[src/rtl/lsu_bus_if.sv]
// Load/store unit bridging decoder memory commands onto a req/gnt/rvalid word bus.
// Handles byte-lane placement for stores, extraction/extension for loads, and core stall.
module lsu_bus_if #(
  parameter int unsigned AW = 32,
  parameter int unsigned DW = 32
) (
  input  logic          clk,
  input  logic          rst,
  input  logic          mem_rd,
  input  logic          mem_wr,
  input  logic [2:0]    mem_ctrl,
  input  logic [AW-1:0] addr,
  input  logic [DW-1:0] wdata,
  output logic [DW-1:0] rdata,
  output logic          stall,
  output logic          access_err,
  output logic          bus_req,
  output logic          bus_we,
  output logic [AW-1:0] bus_addr,
  output logic [3:0]    bus_be,
  output logic [DW-1:0] bus_wdata,
  input  logic          bus_gnt,
  input  logic          bus_rvalid,
  input  logic [DW-1:0] bus_rdata
);

  typedef enum logic [1:0] {S_IDLE, S_REQ, S_WAIT, S_DONE} state_t;

  localparam logic [2:0] C_LB  = 3'd0;
  localparam logic [2:0] C_LH  = 3'd1;
  localparam logic [2:0] C_LW  = 3'd2;
  localparam logic [2:0] C_LBU = 3'd3;
  localparam logic [2:0] C_LHU = 3'd4;
  localparam logic [2:0] C_SB  = 3'd5;
  localparam logic [2:0] C_SH  = 3'd6;
  localparam logic [2:0] C_SW  = 3'd7;

  state_t          state_q, state_d;
  logic            bus_req_q, bus_req_d;
  logic            bus_we_q, bus_we_d;
  logic [AW-1:0]   bus_addr_q, bus_addr_d;
  logic [3:0]      bus_be_q, bus_be_d;
  logic [DW-1:0]   bus_wdata_q, bus_wdata_d;
  logic [DW-1:0]   rdata_q, rdata_d;
  logic [1:0]      off_q, off_d;
  logic [2:0]      ltype_q, ltype_d;

  logic            req, ctrl_store, is_half, is_word, bad;
  logic [3:0]      st_be;
  logic [DW-1:0]   st_wdata, ld_shift, ld_fmt;

  // Request decode and validity check
  always_comb begin
    req        = mem_rd | mem_wr;
    ctrl_store = (mem_ctrl >= C_SB);
    is_half    = (mem_ctrl == C_LH) || (mem_ctrl == C_LHU) || (mem_ctrl == C_SH);
    is_word    = (mem_ctrl == C_LW) || (mem_ctrl == C_SW);
    bad        = (mem_wr & ~ctrl_store) | (~mem_wr & mem_rd & ctrl_store) |
                 (is_half & addr[0]) | (is_word & (addr[1:0] != 2'b00));
  end

  // Store lane placement; loads always enable the full word
  always_comb begin
    st_be    = 4'b1111;
    st_wdata = wdata;
    if (mem_wr) begin
      case (mem_ctrl)
        C_SB: begin
          st_be    = 4'(4'b0001 << addr[1:0]);
          st_wdata = {4{wdata[7:0]}};
        end
        C_SH: begin
          st_be    = 4'(4'b0011 << {addr[1], 1'b0});
          st_wdata = {2{wdata[15:0]}};
        end
        default: begin
          st_be    = 4'b1111;
          st_wdata = wdata;
        end
      endcase
    end
  end

  // Load extraction from the offset/type captured at request time
  always_comb begin
    ld_shift = bus_rdata >> {off_q, 3'b000};
    case (ltype_q)
      C_LB:    ld_fmt = {{(DW-8){ld_shift[7]}}, ld_shift[7:0]};
      C_LH:    ld_fmt = {{(DW-16){ld_shift[15]}}, ld_shift[15:0]};
      C_LBU:   ld_fmt = {{(DW-8){1'b0}}, ld_shift[7:0]};
      C_LHU:   ld_fmt = {{(DW-16){1'b0}}, ld_shift[15:0]};
      default: ld_fmt = ld_shift;
    endcase
  end

  // Next-state and output logic
  always_comb begin
    state_d     = state_q;
    bus_req_d   = bus_req_q;
    bus_we_d    = bus_we_q;
    bus_addr_d  = bus_addr_q;
    bus_be_d    = bus_be_q;
    bus_wdata_d = bus_wdata_q;
    rdata_d     = rdata_q;
    off_d       = off_q;
    ltype_d     = ltype_q;
    stall       = 1'b0;
    access_err  = 1'b0;
    case (state_q)
      S_IDLE: begin
        if (req) begin
          if (bad) begin
            access_err = 1'b1;
          end else begin
            state_d     = S_REQ;
            stall       = 1'b1;
            bus_req_d   = 1'b1;
            bus_we_d    = mem_wr;
            bus_addr_d  = {addr[AW-1:2], 2'b00};
            bus_be_d    = st_be;
            bus_wdata_d = st_wdata;
            off_d       = addr[1:0];
            ltype_d     = mem_ctrl;
          end
        end
      end
      S_REQ: begin
        stall = 1'b1;
        if (bus_gnt) begin
          bus_req_d = 1'b0;
          state_d   = bus_we_q ? S_DONE : S_WAIT;
        end
      end
      S_WAIT: begin
        stall = 1'b1;
        if (bus_rvalid) begin
          rdata_d = ld_fmt;
          state_d = S_DONE;
        end
      end
      default: state_d = S_IDLE;
    endcase
    if (rst) begin
      stall      = 1'b0;
      access_err = 1'b0;
    end
  end

  always_ff @(posedge clk) begin
    if (rst) begin
      state_q     <= S_IDLE;
      bus_req_q   <= 1'b0;
      bus_we_q    <= 1'b0;
      bus_addr_q  <= '0;
      bus_be_q    <= '0;
      bus_wdata_q <= '0;
      rdata_q     <= '0;
      off_q       <= '0;
      ltype_q     <= '0;
    end else begin
      state_q     <= state_d;
      bus_req_q   <= bus_req_d;
      bus_we_q    <= bus_we_d;
      bus_addr_q  <= bus_addr_d;
      bus_be_q    <= bus_be_d;
      bus_wdata_q <= bus_wdata_d;
      rdata_q     <= rdata_d;
      off_q       <= off_d;
      ltype_q     <= ltype_d;
    end
  end

  assign rdata     = rdata_q;
  assign bus_req   = bus_req_q;
  assign bus_we    = bus_we_q;
  assign bus_addr  = bus_addr_q;
  assign bus_be    = bus_be_q;
  assign bus_wdata = bus_wdata_q;

endmodule

[config.mk]
export PLATFORM = sky130hd
export DESIGN_NAME = lsu_bus_if
export DESIGN_NICKNAME = d
export VERILOG_FILES = /design/src/rtl/lsu_bus_if.sv
export SDC_FILE = /design/constraint.sdc
export NUM_CORES = 1
export LEC_CHECK = 0
export CORE_ASPECT_RATIO = 1.4
export CORE_MARGIN = 2
export CORE_UTILIZATION = 46
export DETAILED_ROUTE_END_ITERATION = 16
export GPL_ROUTABILITY_DRIVEN = 1
export GPL_TIMING_DRIVEN = 0
export PLACE_DENSITY = 0.83
export REMOVE_ABC_BUFFERS = 1
export SYNTH_ARGS = -nofsm -noshare
export SYNTH_HDL_FRONTEND = slang
export SYNTH_SLANG_ARGS = --single-unit
[constraint.sdc]
create_clock -name clk -period 3.8 [get_ports clk]
set_input_delay 0.95 -clock clk [delete_from_list [all_inputs] [get_ports clk]]
set_output_delay 0.95 -clock clk [all_outputs]
set_load 0.005 [all_outputs]
* Yosys cells after proc, flatten, opt, wreduce, memory -nomap -nowiden *
Index checks and enable logic that the tools add are counted.

cells by class
  order comparisons = 1
  equality and inequality tests = 15
  shift operators = 3
  muxes and demuxes = 23
  bitwise operators = 12
  reduce and logical (&&, ||, !) cells = 12

operator list
  kind                                                                   count
  32-bit one-hot mux with 4 select lines                                 1
  32-bit one-hot mux with 2 select lines                                 1
  32-bit 2-to-1 mux                                                      1
  32-bit by 5-bit >> shifter with 32-bit output                          1
  3-bit equality test, second input constant                             5
  1-bit 2-to-1 mux                                                       11
  2-bit 2-to-1 mux                                                       4
  2-bit inequality test, second input constant                           4
  4-bit one-hot mux with 2 select lines                                  1
  4-bit AND reduction                                                    2
  3-bit by 1-bit equality test with 1-bit output, second input constant  2
  3-bit by 2-bit equality test with 1-bit output, second input constant  2
  2-bit one-hot mux with 3 select lines                                  1
  1-bit AND                                                              5
  4-bit 2-to-1 mux                                                       1
  1-bit OR                                                               4
  1-bit one-hot mux with 2 select lines                                  2
  2-bit nonzero test                                                     2
  1-bit by 2-bit left shift with 4-bit output, first input constant      1
  2-bit by 2-bit left shift with 4-bit output, first input constant      1
  3-bit greater-or-equal comparator, second input constant               1
  3-bit zero test                                                        1
  1-bit logical OR                                                       3
  1-bit inverter                                                         3
  other kinds (6)                                                        6

storage, ports and cells
  register bits after elaboration = 107
  input bits = 105
  output and inout port bits = 104
  word-level logic and storage cells = 75

* Longest topological paths before layout *
  depth in word-level cells = 10
  gate-level depth with buffers = 8
  mapped depth without buffers = 6

* Least setup slack after synthesis *
OpenSTA, ideal clock, no wires.

  kind = input-to-output
  start point = input mem_ctrl[2]
  end point = output stall
  data arrival time = 2.203 ns
  required time = 2.850 ns
  path slack = 0.647 ns
  cell stages on the path = 8
  cell sequence = buf_2 nand2b_1 a21oi_1 o211a_1 buf_4 buf_4 nor2_1 nor3_1

on the way
  word-level cells in the longest chain between the ends = 10
  elaborated cells between the ends (all ways) = 21

RTL lines
  item                                                       line    source
  start: declaration                                         11      input logic [2:0] mem_ctrl,
  3-bit greater-or-equal comparator (tied with other cells)  55      ctrl_store = (mem_ctrl >= C_SB);
  1-bit inverter / 1-bit logical OR (equally long branches)  58, 56
  1-bit AND / 1-bit logical OR (equally long branches)       58, 56
  1-bit OR / 1-bit AND (equally long branches)               58, 59
  1-bit OR                                                   58      bad = (mem_wr & ~ctrl_store) | (~mem_wr & mem_rd & ctrl_store) |
  1-bit OR *                                                 59      (is_half & addr[0]) | (is_word & (addr[1:0] != 2'b00));
  1-bit 2-to-1 mux *                                         112     if (bad) begin
  1-bit 2-to-1 mux *                                         111     if (req) begin
  1-bit one-hot mux with 2 select lines *                    109     case (state_q)
  1-bit 2-to-1 mux *                                         143     if (rst) begin
  end: declaration                                           15      output logic stall,

Mark *: on every way between the ends. The rest lies on a longest branch, timed or not.

* Worst setup path in the final report *
  start point = input addr[1]
  end point = output access_err

on the way
  word-level cells in the longest chain between the ends = 7

RTL lines
  item                line  source
  start: declaration  12    input logic [AW-1:0] addr,
  2-bit nonzero test  59
  1-bit AND           59
  1-bit OR            59
  1-bit 2-to-1 mux    112
  1-bit 2-to-1 mux    111
  1-bit 2-to-1 mux    109
  1-bit 2-to-1 mux    143
  end: declaration    16    output logic access_err,

Every way passes these cells.

==> impl_metrics.yaml <==
power_and_ir_drop:
  ir_drop_mv: 0.3174
  switching_share_pct: 31.53
  power_frac_comb_pct: 34.2
  sequential_share_of_power_pct: 40.4
  power.density_nw_per_um2: 481.8
  pwr-share-clk_pct: 25.4
  cell_internal_pwr_mw: 2.395
  power_leakage_nw: 2.520
  totalPowerFinal_mw: 3.498
  net-switching-power_mw: 1.103
finish:
  antennaDiodeCount: 0
  nets_final: 877
  final_cell_area_um2: 7259
  finish.cell_count_without_fillers: 911
  areaGrowthSynthToFinish_pct: 49.69
  fillers: 861
  layout-drive-gt1-share_pct: 7.245
logic_synthesis:
  synthArstFlopShare_pct: 0
  most_used_dff_post_synth: "dfxtp_1"
  postSynthAreaPerCell_um2: 8.206
  yosysSeqAreaShare_pct: 44.17
  synthesis.instances: 591
  synth_enable_flop_cells: 0
  ys_warn_count: 0
  synthDistinctLibCells: 39
  synth-seq-cells: 107
  synth.cell_area_um2: 4850
sta:
  finalHoldViolations: 0
  hold_ws_ns: 0.4552
  drv_slew: 0
  layout_worst_path_cycle_share_pct: 98.14
  rsz0062_at_grt: "no"
  timing.clock.skew_ns: 0.003719
  worst_slew_margin_rel_pct: 21.66
  worst-slew-pin-transition_ns: 1.174
  final_setup_viols: 0
  finalWorstPathRequiredPeriod_ns: 3.729
  timing.fmax_mhz: 268.2
drt:
  drt_first_iter_violations: 195
  wl_met1_um: 5878
  drt_pass1_iterations: 5
  drt_drc_violations_left: 0
  vias_per_cell: 5.463
  detailroute.via_count: 4977
  postRouteWirelength_um: 15660
  met3RoutedLength_um: 1245
  final_antenna_net_count: 0
  detailed_route_wirelength_on_metal2_um: 7943
  routedWlPerCell_um: 17.19
  topRoutingLayerUsed: "met4"
critical_path:
  worstPathRequired_ns: 2.85
  crit_slowest_cell: "clkdlybuf4s50_1"
  cp-end-kind: "primary output"
  critical_path_s_largest_stage_delay_ns: 0.62
  crit_top_cell: "clkdlybuf4s50_1"
  path_delay_family: "buffers and inverters"
  crit_fanout: 6
  type_of_origin_of_the_critical_path: "input pin"
  worst-endpoint-arrival_ns: 2.78
  timing.critical_path.cells: "clkdlybuf4s50_1 > a21oi_4 > o21a_1 > nor4b_2 > clkdlybuf4s50_1"
  worst-setup-path-type: "input pin to primary output"
  critPathBufInv: 2
global_route:
  grt_util_all_layers_pct: 27.43
  largest_net_degree_at_the_start_of_global_routing: 87
  grt_antenna_before_repair: 0
  globalRouteOverflowTotal: 0
  grt_pass1_vias: 4992
  wire_length_of_the_first_global_routing_pass_um: 25110
placed_design:
  place.port_buffers: 206
  finalWeightedCongestion: 0.8940
  placement.cell_area_um2: 6903
  dpl.cell_count: 888
  place.detailed.hpwl_um: 10570
outcome:
  outcome: "finished, final reports clean"
clock_network:
  clk_slew_on_worst_s_h_paths_ns: 0.06
  ctsLongestPathBuffers: 2
  htree_num_levels: 3
  ctsRootBufferMaster: "clkbuf_16"
  worst_skew_pair.late_latency_ns: 0.35
  clock_tree_from_tritoncts: "done"
  cts_num_sinks: 107
  cts_buffers: 9
job:
  drv.max_cap_violation_count: 0
floorplanning:
  floorplan.core_area_um2: 10350
  placementRows: 44
  die_height_um: 125.5
  die-width_um: 90.78
  start_util_pct: 46.86
  io_pins: 209
  die_area_um2: 11390
hold_path:
  timing.hold.worst.class: "flop to flop"
[kinds of logic (layout without fill, tap and decap cells)]
kind of cell	Yosys count	after routing	synth area share [%]
fa+ha+maj	4	4	1.032
flops	107	107	44.17
xor+xnor	2	2	0.5161
other cells	1	2	0.07733
buf+inv	54	232	5.392
mux	33	33	7.637
compound gates	149	152	20.43
simple gates	241	241	20.74
[worst paths after layout]
| kind | start | cells after the start | slack [ns] | endpoint |
|---|---|---|---|---|
| setup / recovery | addr[1] | 5 | 0.07 | access_err |
| hold / removal | bus_addr[25] | 2 | 0.46 | bus_addr[25] |
| setup reg to reg | off_q[1] | 5 | 0.99 | rdata[16] |
| hold reg to reg | bus_addr[25] | 2 | 0.46 | bus_addr[25] |
[per-layer routing]
layer  vias up  GRT usage (%)
li1       2395              -
met1      2326          29.93
met2       213          48.20
met3        43          7.952
met4         0          13.81
met5         -              0
[area by class of cell]
class | count | area (um^2) | area share, %
multi-input cells | 434 | 2520 | 34.71
flip-flops and latches | 107 | 2142 | 29.51
repair buffers | 212 | 2128 | 29.32
clock buffers | 12 | 256.5 | 3.533
well taps | 138 | 172.7 | 2.378
clock inverters | 4 | 25.02 | 0.3447
inverters | 4 | 15.01 | 0.2068
[timing repair]
item                       in CTS  in global routing
hold buffers                    0                  0
buffers inserted                3                  1
pin swaps                       2                  1
setup endpoints to repair       2                  2
gates cloned                    3                  0
gates resized for setup        10                  3
[power groups by stage]
stage / combinational, mW / sequential, mW / clock, mW
finish: 1.20 / 1.41 / 0.887
floorplan: 0.505 / 1.44 / 0
CTS: 1.20 / 1.41 / 0.898
global placement: 1.11 / 1.43 / 0
global route: 1.31 / 1.43 / 0.948
detailed placement: 1.15 / 1.44 / 0
[layout by cell type (no fill, tap or decap), types with 10 or more instances in the layout]
cell / instances
clkdlybuf4s50_1: 200
nand2_1: 116
dfxtp_1: 107
nor2_1: 72
a21oi_1: 64
a211oi_1: 48
nor3_1: 30
mux2i_1: 19
mux2_2: 11
o21ai_0: 10
nor2b_1: 10
[through the flow]
| step | setup WS, ns | setup TNS [ns] | utilization, % |
|---|---|---|---|
| finish | 0.07082 | 0 | 70.14 |
| CTS | 0.02479 | 0 | 70.09 |
| floorplan | -0.2577 | -0.2577 | - |
| detailed placement | -1.004 | -1.334 | 66.69 |
| global route | 0.02124 | 0 | 70.14 |
| global placement | -2.198 | -91.67 | 66.10 |
[Yosys cell counts, types with 6 or more instances]
library cell	number	area (um^2)
a211oi_2	8	100.1
buf_4	7	52.55
clkbuf_1	27	101.4
nand2_1	116	435.4
o21ai_0	10	50.05
dfxtp_1	107	2142
a21oi_1	65	325.3
a22oi_1	8	60.06
nor2_1	72	270.3
nor3_1	30	150.1
nand2b_1	6	37.54
mux2i_1	19	190.2
buf_2	14	70.07
a211oi_1	48	360.4
mux2_2	12	135.1
nor2b_1	11	68.82
[state kept, by name, indices dropped and copies added (netlist names)]
signal,cells
ltype_q,3
bus_be,4
bus_addr,30
rdata,32
state_q,2
off_q,2
bus_wdata,32
bus_req,1
bus_we,1
[worst register-to-register path: stages, from the launching register on]
cell and delay, ns:
dfxtp_1 1.09, nor2b_1 0.42, o2bb2ai_1 0.25, mux2_2 0.34, a21oi_4 0.41, a211oi_1 0.16
Power figures use the tool's default switching activity.
